**src/rtl/apb_uart_pkg.sv**
```systemverilog
// -----------------------------------------------------------------------------
// apb_uart_pkg
// Shared definitions for the UART APB register interface:
//   - register word indices (PADDR[4:2]) for the five mapped registers
//   - CTRL bit positions and STATUS bit layout
//   - APB slave phase enumeration used by the transfer FSM
// No ports (package).
// -----------------------------------------------------------------------------
package apb_uart_pkg;

  // Register word indices, i.e. byte offset >> 2.
  localparam logic [2:0] REG_TX_DATA  = 3'd0;  // 0x00 WO
  localparam logic [2:0] REG_RX_DATA  = 3'd1;  // 0x04 RO
  localparam logic [2:0] REG_CTRL     = 3'd2;  // 0x08 RW
  localparam logic [2:0] REG_BAUD_DIV = 3'd3;  // 0x0C RW
  localparam logic [2:0] REG_STATUS   = 3'd4;  // 0x10 RO + W1C

  // CTRL register bit positions.
  localparam int CTRL_WIDTH      = 5;
  localparam int CTRL_TX_EN      = 0;
  localparam int CTRL_RX_EN      = 1;
  localparam int CTRL_PARITY_EN  = 2;
  localparam int CTRL_PARITY_ODD = 3;
  localparam int CTRL_STOP2      = 4;

  // STATUS bit that is write-one-to-clear.
  localparam int STATUS_OVERRUN_BIT = 4;

  // STATUS[4:0], MSB first.
  typedef struct packed {
    logic rx_overrun;
    logic rx_empty;
    logic rx_full;
    logic tx_empty;
    logic tx_full;
  } status_t;

  // Phase of the APB transfer seen in the current cycle.
  typedef enum logic [1:0] {
    IDLE   = 2'd0,
    SETUP  = 2'd1,
    WAIT   = 2'd2,
    ACCESS = 2'd3
  } apb_state_e;

endpackage : apb_uart_pkg

```
**src/rtl/apb_uart_fifo.sv**
```systemverilog
// -----------------------------------------------------------------------------
// apb_uart_fifo
// Synchronous FIFO with a first-word-fall-through head output.
// Pointers carry one extra wrap bit: empty when pointers are equal, full when
// only the wrap bits differ. A push into a full FIFO is accepted only when a
// pop happens in the same cycle; a pop from an empty FIFO is ignored.
//
// Ports:
//   clk_i    in   1      clock
//   rst_i    in   1      synchronous active-high reset (flushes the FIFO)
//   push_i   in   1      write data_i at the tail
//   data_i   in   WIDTH  data to push
//   pop_i    in   1      drop the head entry
//   head_o   out  WIDTH  current head entry, 0 while empty
//   full_o   out  1      DEPTH entries stored
//   empty_o  out  1      no entries stored
// -----------------------------------------------------------------------------
module apb_uart_fifo #(
  parameter int WIDTH = 8,
  parameter int DEPTH = 16
) (
  input  logic             clk_i,
  input  logic             rst_i,
  input  logic             push_i,
  input  logic [WIDTH-1:0] data_i,
  input  logic             pop_i,
  output logic [WIDTH-1:0] head_o,
  output logic             full_o,
  output logic             empty_o
);

  localparam int AW = $clog2(DEPTH);
  localparam logic [AW:0] PTR_ONE = (AW+1)'(1);

  logic [AW:0]      wr_ptr_q, wr_ptr_d;
  logic [AW:0]      rd_ptr_q, rd_ptr_d;
  logic [WIDTH-1:0] mem_q [DEPTH];
  logic             do_push, do_pop;

  assign empty_o = (wr_ptr_q == rd_ptr_q);
  assign full_o  = (wr_ptr_q[AW] != rd_ptr_q[AW]) &&
                   (wr_ptr_q[AW-1:0] == rd_ptr_q[AW-1:0]);

  // When full, the slot being written is the head being popped this cycle,
  // so push-with-pop on a full FIFO is safe.
  assign do_push = push_i && (!full_o || pop_i);
  assign do_pop  = pop_i && !empty_o;

  assign wr_ptr_d = do_push ? wr_ptr_q + PTR_ONE : wr_ptr_q;
  assign rd_ptr_d = do_pop  ? rd_ptr_q + PTR_ONE : rd_ptr_q;

  // NOTE: sequential state uses non-blocking (<=) so every register samples
  // pre-edge values, independent of statement order.
  always_ff @(posedge clk_i) begin
    if (rst_i) begin
      wr_ptr_q <= '0;
      rd_ptr_q <= '0;
    end else begin
      wr_ptr_q <= wr_ptr_d;
      rd_ptr_q <= rd_ptr_d;
    end
  end

  // NOTE: storage is deliberately not reset; the pointers define validity and
  // the head is masked to 0 while empty, so stale contents are never visible.
  always_ff @(posedge clk_i) begin
    if (do_push && !rst_i) begin
      mem_q[wr_ptr_q[AW-1:0]] <= data_i;
    end
  end

  assign head_o = empty_o ? '0 : mem_q[rd_ptr_q[AW-1:0]];

endmodule : apb_uart_fifo

```
**src/rtl/apb_uart_regif.sv**
```systemverilog
// -----------------------------------------------------------------------------
// apb_uart_regif
// APB slave register interface for the UART. Decodes APB transfers into the
// CTRL and BAUD_DIV configuration registers, TX FIFO pushes, RX FIFO pops and
// the STATUS register (rx_overrun is sticky, write-one-to-clear).
//
// Build option:
//   APB_UART_WAIT_STATE_EN  defined: every transfer gets one wait state
//                           (PREADY low in the first enable cycle).
//                           undefined: zero-wait transfers.
//
// Ports:
//   PCLK        in   1             clock
//   PRESET      in   1             synchronous active-high reset
//   PADDR       in   ADDR_WIDTH    byte address, PADDR[4:2] selects register
//   PSEL        in   1             slave select
//   PENABLE     in   1             access phase
//   PWRITE      in   1             1 = write, 0 = read
//   PWDATA      in   DATA_WIDTH    write data
//   PSTRB       in   DATA_WIDTH/8  write byte strobes
//   PRDATA      out  DATA_WIDTH    read data (0 outside a completing read)
//   PREADY      out  1             transfer completes this cycle
//   PSLVERR     out  1             transfer error, valid with PREADY
//   tx_data_o   out  8             TX FIFO head to the serializer
//   tx_valid_o  out  1             TX FIFO not empty
//   tx_ready_i  in   1             serializer takes the head this cycle
//   rx_data_i   in   8             byte from the deserializer
//   rx_valid_i  in   1             push strobe for rx_data_i
//   ctrl_o      out  5             CTRL register
//   baud_div_o  out  16            BAUD_DIV register
// -----------------------------------------------------------------------------
module apb_uart_regif
  import apb_uart_pkg::*;
#(
  parameter int          ADDR_WIDTH = 12,
  parameter int          DATA_WIDTH = 32,
  parameter int          FIFO_DEPTH = 16,
  parameter logic [15:0] BAUD_RST   = 16'd27
) (
  input  logic                    PCLK,
  input  logic                    PRESET,
  input  logic [ADDR_WIDTH-1:0]   PADDR,
  input  logic                    PSEL,
  input  logic                    PENABLE,
  input  logic                    PWRITE,
  input  logic [DATA_WIDTH-1:0]   PWDATA,
  input  logic [DATA_WIDTH/8-1:0] PSTRB,
  output logic [DATA_WIDTH-1:0]   PRDATA,
  output logic                    PREADY,
  output logic                    PSLVERR,
  output logic [7:0]              tx_data_o,
  output logic                    tx_valid_o,
  input  logic                    tx_ready_i,
  input  logic [7:0]              rx_data_i,
  input  logic                    rx_valid_i,
  output logic [4:0]              ctrl_o,
  output logic [15:0]             baud_div_o
);

  localparam int STRB_WIDTH = DATA_WIDTH / 8;

`ifdef APB_UART_WAIT_STATE_EN
  localparam apb_state_e FIRST_ENABLE = WAIT;
`else
  localparam apb_state_e FIRST_ENABLE = ACCESS;
`endif

  // ---------------------------------------------------------------------------
  // Declarations
  // ---------------------------------------------------------------------------
  apb_state_e            state_q, state_d;
  logic [CTRL_WIDTH-1:0] ctrl_q, ctrl_d;
  logic [15:0]           baud_q, baud_d;
  logic                  overrun_q, overrun_d;

  logic                  tx_push, tx_pop, tx_full, tx_empty;
  logic [7:0]            tx_head;
  logic                  rx_push, rx_pop, rx_full, rx_empty;
  logic [7:0]            rx_head;

  logic [2:0]            reg_idx;
  logic                  upper_zero;
  logic                  in_access;
  logic                  dec_err;
  logic [DATA_WIDTH-1:0] dec_rdata;
  logic                  done_ok;
  status_t               status;

  logic                  wr_ctrl, wr_baud, clr_overrun, set_overrun;
  logic                  unused_bits;

  // ---------------------------------------------------------------------------
  // Transfer FSM. state_q is the phase of the previous cycle; state_d is the
  // phase of the current cycle, so PREADY can rise in the first enable cycle
  // without waiting for a register to catch up.
  // ---------------------------------------------------------------------------
  // NOTE: every always_comb output gets a default first; a path that leaves a
  // variable unassigned would infer a latch.
  always_comb begin
    state_d = IDLE;
    unique case (state_q)
      IDLE: begin
        if (PSEL && !PENABLE) state_d = SETUP;
      end
      SETUP: begin
        if (PSEL) state_d = PENABLE ? FIRST_ENABLE : SETUP;
      end
      WAIT: begin
        if (PSEL) state_d = PENABLE ? ACCESS : SETUP;
      end
      ACCESS: begin
        if (PSEL && !PENABLE) state_d = SETUP;
      end
      default: state_d = IDLE;
    endcase
    // A reset cycle is never a completion cycle.
    if (PRESET) state_d = IDLE;
  end

  always_ff @(posedge PCLK) begin
    if (PRESET) state_q <= IDLE;
    else        state_q <= state_d;
  end

  // Reaching ACCESS implies PSEL & PENABLE, and ACCESS always completes.
  assign in_access = (state_d == ACCESS);

  // ---------------------------------------------------------------------------
  // Address decode and read mux
  // ---------------------------------------------------------------------------
  assign reg_idx    = PADDR[4:2];
  assign upper_zero = (PADDR[ADDR_WIDTH-1:5] == '0);

  assign status = '{
    rx_overrun: overrun_q,
    rx_empty:   rx_empty,
    rx_full:    rx_full,
    tx_empty:   tx_empty,
    tx_full:    tx_full
  };

  always_comb begin
    dec_err   = 1'b0;
    dec_rdata = '0;
    if (!upper_zero) begin
      dec_err = 1'b1;
    end else begin
      unique case (reg_idx)
        REG_TX_DATA: begin
          // Full is judged before any same-cycle serializer pop.
          if (!PWRITE || (PSTRB[0] && tx_full)) dec_err = 1'b1;
        end
        REG_RX_DATA: begin
          if (PWRITE || rx_empty) dec_err   = 1'b1;
          else                    dec_rdata = DATA_WIDTH'(rx_head);
        end
        REG_CTRL:     dec_rdata = DATA_WIDTH'(ctrl_q);
        REG_BAUD_DIV: dec_rdata = DATA_WIDTH'(baud_q);
        REG_STATUS:   dec_rdata = DATA_WIDTH'(status);
        default:      dec_err   = 1'b1;
      endcase
    end
  end

  assign PREADY  = in_access;
  assign PSLVERR = in_access && dec_err;
  assign PRDATA  = (in_access && !PWRITE) ? dec_rdata : '0;
  assign done_ok = in_access && !dec_err;

  // ---------------------------------------------------------------------------
  // Side-effect strobes (completion cycle, error-free transfers only)
  // ---------------------------------------------------------------------------
  assign tx_push     = done_ok &&  PWRITE && (reg_idx == REG_TX_DATA) && PSTRB[0];
  assign rx_pop      = done_ok && !PWRITE && (reg_idx == REG_RX_DATA);
  assign wr_ctrl     = done_ok &&  PWRITE && (reg_idx == REG_CTRL);
  assign wr_baud     = done_ok &&  PWRITE && (reg_idx == REG_BAUD_DIV);
  assign clr_overrun = done_ok &&  PWRITE && (reg_idx == REG_STATUS) &&
                       PWDATA[STATUS_OVERRUN_BIT];

  assign tx_pop      = tx_valid_o && tx_ready_i;

  // A byte arriving on a full RX FIFO is kept only if the bus pops it to make
  // room in the same cycle; otherwise it is dropped and flagged.
  assign rx_push     = rx_valid_i && (!rx_full || rx_pop);
  assign set_overrun = rx_valid_i &&   rx_full && !rx_pop;

  // ---------------------------------------------------------------------------
  // Configuration and status registers
  // ---------------------------------------------------------------------------
  always_comb begin
    ctrl_d    = ctrl_q;
    baud_d    = baud_q;
    overrun_d = overrun_q;
    if (wr_ctrl && PSTRB[0]) ctrl_d = PWDATA[CTRL_WIDTH-1:0];
    if (wr_baud) begin
      if (PSTRB[0]) baud_d[7:0]  = PWDATA[7:0];
      if (PSTRB[1]) baud_d[15:8] = PWDATA[15:8];
    end
    // A new overrun in the clearing cycle wins so the event is not lost.
    if (clr_overrun) overrun_d = 1'b0;
    if (set_overrun) overrun_d = 1'b1;
  end

  always_ff @(posedge PCLK) begin
    if (PRESET) begin
      ctrl_q    <= '0;
      baud_q    <= BAUD_RST;
      overrun_q <= 1'b0;
    end else begin
      ctrl_q    <= ctrl_d;
      baud_q    <= baud_d;
      overrun_q <= overrun_d;
    end
  end

  assign ctrl_o     = ctrl_q;
  assign baud_div_o = baud_q;

  // ---------------------------------------------------------------------------
  // FIFOs
  // ---------------------------------------------------------------------------
  apb_uart_fifo #(
    .WIDTH (8),
    .DEPTH (FIFO_DEPTH)
  ) u_tx_fifo (
    .clk_i   (PCLK),
    .rst_i   (PRESET),
    .push_i  (tx_push),
    .data_i  (PWDATA[7:0]),
    .pop_i   (tx_pop),
    .head_o  (tx_head),
    .full_o  (tx_full),
    .empty_o (tx_empty)
  );

  apb_uart_fifo #(
    .WIDTH (8),
    .DEPTH (FIFO_DEPTH)
  ) u_rx_fifo (
    .clk_i   (PCLK),
    .rst_i   (PRESET),
    .push_i  (rx_push),
    .data_i  (rx_data_i),
    .pop_i   (rx_pop),
    .head_o  (rx_head),
    .full_o  (rx_full),
    .empty_o (rx_empty)
  );

  assign tx_data_o  = tx_head;
  assign tx_valid_o = !tx_empty;

  // Byte-offset bits, upper data lanes and their strobes carry no state.
  assign unused_bits = ^{PADDR[1:0], PWDATA[DATA_WIDTH-1:16], PSTRB[STRB_WIDTH-1:2]};

endmodule : apb_uart_regif

```
**config.mk**
```make
export PLATFORM = sky130hd
export DESIGN_NAME = apb_uart_regif
export DESIGN_NICKNAME = d
export VERILOG_FILES = /design/src/rtl/apb_uart_pkg.sv /design/src/rtl/apb_uart_fifo.sv /design/src/rtl/apb_uart_regif.sv
export SDC_FILE = /design/constraint.sdc
export NUM_CORES = 1
export LEC_CHECK = 0
export ABC_AREA = 1
export CORE_MARGIN = 10
export CORE_UTILIZATION = 35
export CTS_BUF_LIST = sky130_fd_sc_hd__clkbuf_8 sky130_fd_sc_hd__clkbuf_16
export DETAILED_ROUTE_END_ITERATION = 16
export PLACE_DENSITY_LB_ADDON = 0.12
export RECOVER_POWER = 50
export SYNTH_ARGS = -nofsm -noshare
export SYNTH_HDL_FRONTEND = slang
export SYNTH_SLANG_ARGS = --single-unit
```
**constraint.sdc**
```tcl
create_clock -name PCLK -period 4.5 [get_ports PCLK]
set_clock_uncertainty 0.15 [all_clocks]
set_input_delay 0.45 -clock PCLK [delete_from_list [all_inputs] [get_ports PCLK]]
set_output_delay 0.45 -clock PCLK [all_outputs]
set_load 0.03 [all_outputs]
```
==> impl_metrics.toml <==
[run_status]
status = "finished with violations"
violations = "capacitance limit, slew limit"

[drt]
via_count = 8664
wl_per_cell_um = 18.76
routed_wirelength_mm = 33.92
ant_nets = 0
drcViolationCount = 0
vias_per_cell = 4.792
firstDrtPassIters = 5
drtIter0Drc = 562

[worst_setup_path]
path_class = "flip-flop to output pin"
cp.arrival_ps = 3320
cp_max_fo = 33
cp_data_required_time_ps = 3900
reg2reg_from = "u_rx_fifo.wr_ptr_q[2]"
reg2reg_depth = 10
r2r_slack_ps = 1330
start_kind = "flip-flop"
timing.rr.end = "u_tx_fifo.mem_q[4][2]"
end_kind = "output pin"

[layout]
fin_cells = 1808
multi_input_area_mm2 = 0.003830
fill_cells = 3636
ff_latch_area_mm2 = 0.008733
nNetsFinal = 1343
drive_gt1_share_pct = 8.410
fin_util_pct = 42.09
syn2layout_area_growth_pct = 19.15
postLayoutCellArea_mm2 = 0.01578

[power_and_ir_drop]
p_per_area_mw_per_mm2 = 398.3
vdd_drop_max_v = 0.0003299
total_power_uw = 6284
p_leak_uw = 0.005363

[die]
die_h_um = 214.5
pin_count = 127
core_area_mm2 = 0.03749
start_util_pct = 35.32
die_area_mm2 = 0.04601
row_count = 71
die_w_um = 214.5

[clocking]
path_clk_slew_ps = 60
cts_root_buf = "clkbuf_16"
cts_tree = "built"
cts_made_buffers = 35
clock_sinks = 308
cts_resized = 0
post-cts-setup-buffer-count = 0
clockBufferDepth = 3
hold_buffers = 0
insertion_delay_ps = 500
htree_levels = 2

[placed_design]
io_buffers = 90
place.gp.congestion = 0.8068
place_area_mm2 = 0.01468
hpwlAfterDp_mm = 22.07
dp_cells = 1744

[sta]
setup_tns_ps = 0
post-route-period-util_pct = 87.05
slew_violations = 42
period_minus_slack_ps = 3917
fmax_mhz = 255.3
worst_pin_slew_ps = 1894
setup_viol = 0
rsz0062_at_grt = "no"
finalHoldViolations = 0
slew_headroom_pct = -26.24

[synthesis]
yosys_most_used_dff = "edfxtp_1"
synthArstFlopShare_pct = 0
synth_edf_count = 256
yosysSeqAreaShare_pct = 65.92
yosys.cell_types.count = 42
synth_cells = 1179
ys_warn_count = 0
syn_area_per_cell_um2 = 11.23
synthesis.area_mm2 = 0.01324
ys_seq_elements = 308

[grt]
overflow = 0
grt_pass1_wl_mm = 51.75
grt_pass1_vias = 8500
grt_usage_pct = 14.35
grt_max_degree = 63
antenna_found_initial = 1

[run]
drv_cap = 1

[worst_hold_path]
hold_start = "overrun_q"
hold_path_end = "overrun_q"
hold_class = "flip-flop to flip-flop"
holdPathStages = 2
==> kinds of logic after synthesis <==
family,count (synthesis),synth area share [%]
AOI/OAI and AO/OA,269,11.44
xor gates and xnor gates,4,0.2646
adders and majority gates,10,0.9449
buffers and inverters,164,5.433
DFF,308,65.92
muxes,32,2.419
other,1,0.02832
and+or+nand+nor,391,13.55
==> registers in the layout, summed over array words and instances (netlist names), 2 cells and up, named ones only <==
name / count
u_tx_fifo.mem_q: 128
u_rx_fifo.mem_q: 128
u_rx_fifo.wr_ptr_q: 5
u_tx_fifo.wr_ptr_q: 5
ctrl_o: 5
baud_div_o: 16
u_rx_fifo.rd_ptr_q: 5
state_q: 2
u_tx_fifo.rd_ptr_q: 5
==> final cells by class <==
type	instances	share of cell area [%]
Sequential cell	308	55.35
Multi-Input combinational cell	722	24.27
Timing Repair Buffer	114	7.066
Clock buffer	38	5.884
Tap cell	511	4.052
Inverter	89	2.117
Clock inverter	25	1.237
Antenna cell	1	0.01586
==> cells in the final DEF (no fill, tap or decap), drive strengths merged, types with 3 or more instances in the layout <==
cell type and n:
edfxtp 256, nor2 182, nand2 129, o21ai 124
inv 96, a21oi 70, nand3 54, clkdlybuf4s50 52
dfxtp 52, clkbuf 39, dlygate4sd3 38, o211ai 33
mux2i 32, buf 23, o22ai 22, conb 16
nand4 15, clkinv 15, o221ai 10, ha 10
nor3 6, nand3b 4, a31oi 4, xnor2 3
a22oi 3, bufinv 3
==> power breakdown <==
part           switching, uW  internal [uW]
combinational            276            138
sequential              12.0           3100
clock                   1100           1650
total                   1390           4890
==> per-layer routing <==
metal / track usage (%) / vias up / part of all wire [%]
li1: - / 4337 / -
met1: 18.72 / 4093 / 45
met2: 24.28 / 178 / 49
met3: 1.918 / 56 / 3.4
met4: 4.420 / 0 / 2.6
met5: 0 / - / 0
==> worst max path at each step <==
stage                     slack, ps           end
after floorplan                1840     PRDATA[0]
after global routing            320     PRDATA[7]
after detailed placement        780     PRDATA[2]
after global placement          780     PRDATA[2]
final                           580  tx_data_o[0]
after CTS                       520  tx_data_o[4]
==> stage by stage <==
step	setup WS, ps	hold WS (ps)
finish	582.8	335.0
detailed placement	778.8	333.0
CTS	524.3	341.3
global placement	779.4	324.1
global route	319.9	368.2
floorplan	1838	293.6
==> critical path: stages (launching register included) <==
cell and delay [ps]:
dfxtp_1 310, buf_4 360, inv_1 570, o211ai_1 460, nand3_1 180, a21oi_1 220, clkdlybuf4s50_1 710
==> synth_stat cells (7+ instances only) <==
master,count,area [um^2]
a21oi_1,70,350.3
buf_2,7,35.03
buf_4,19,142.6
clkbuf_1,45,168.9
dfxtp_1,52,1041
edfxtp_1,256,7687
ha_1,10,125.1
inv_1,83,311.6
mux2i_1,32,320.3
nand2_1,122,457.9
nand3_1,50,250.2
nand4_1,13,81.33
nor2_1,165,619.3
nor2_4,13,146.4
o211ai_1,33,247.7
o21ai_0,120,600.6
o221ai_1,10,87.58
o22ai_1,22,137.6
(Power assumes the default switching activity.)
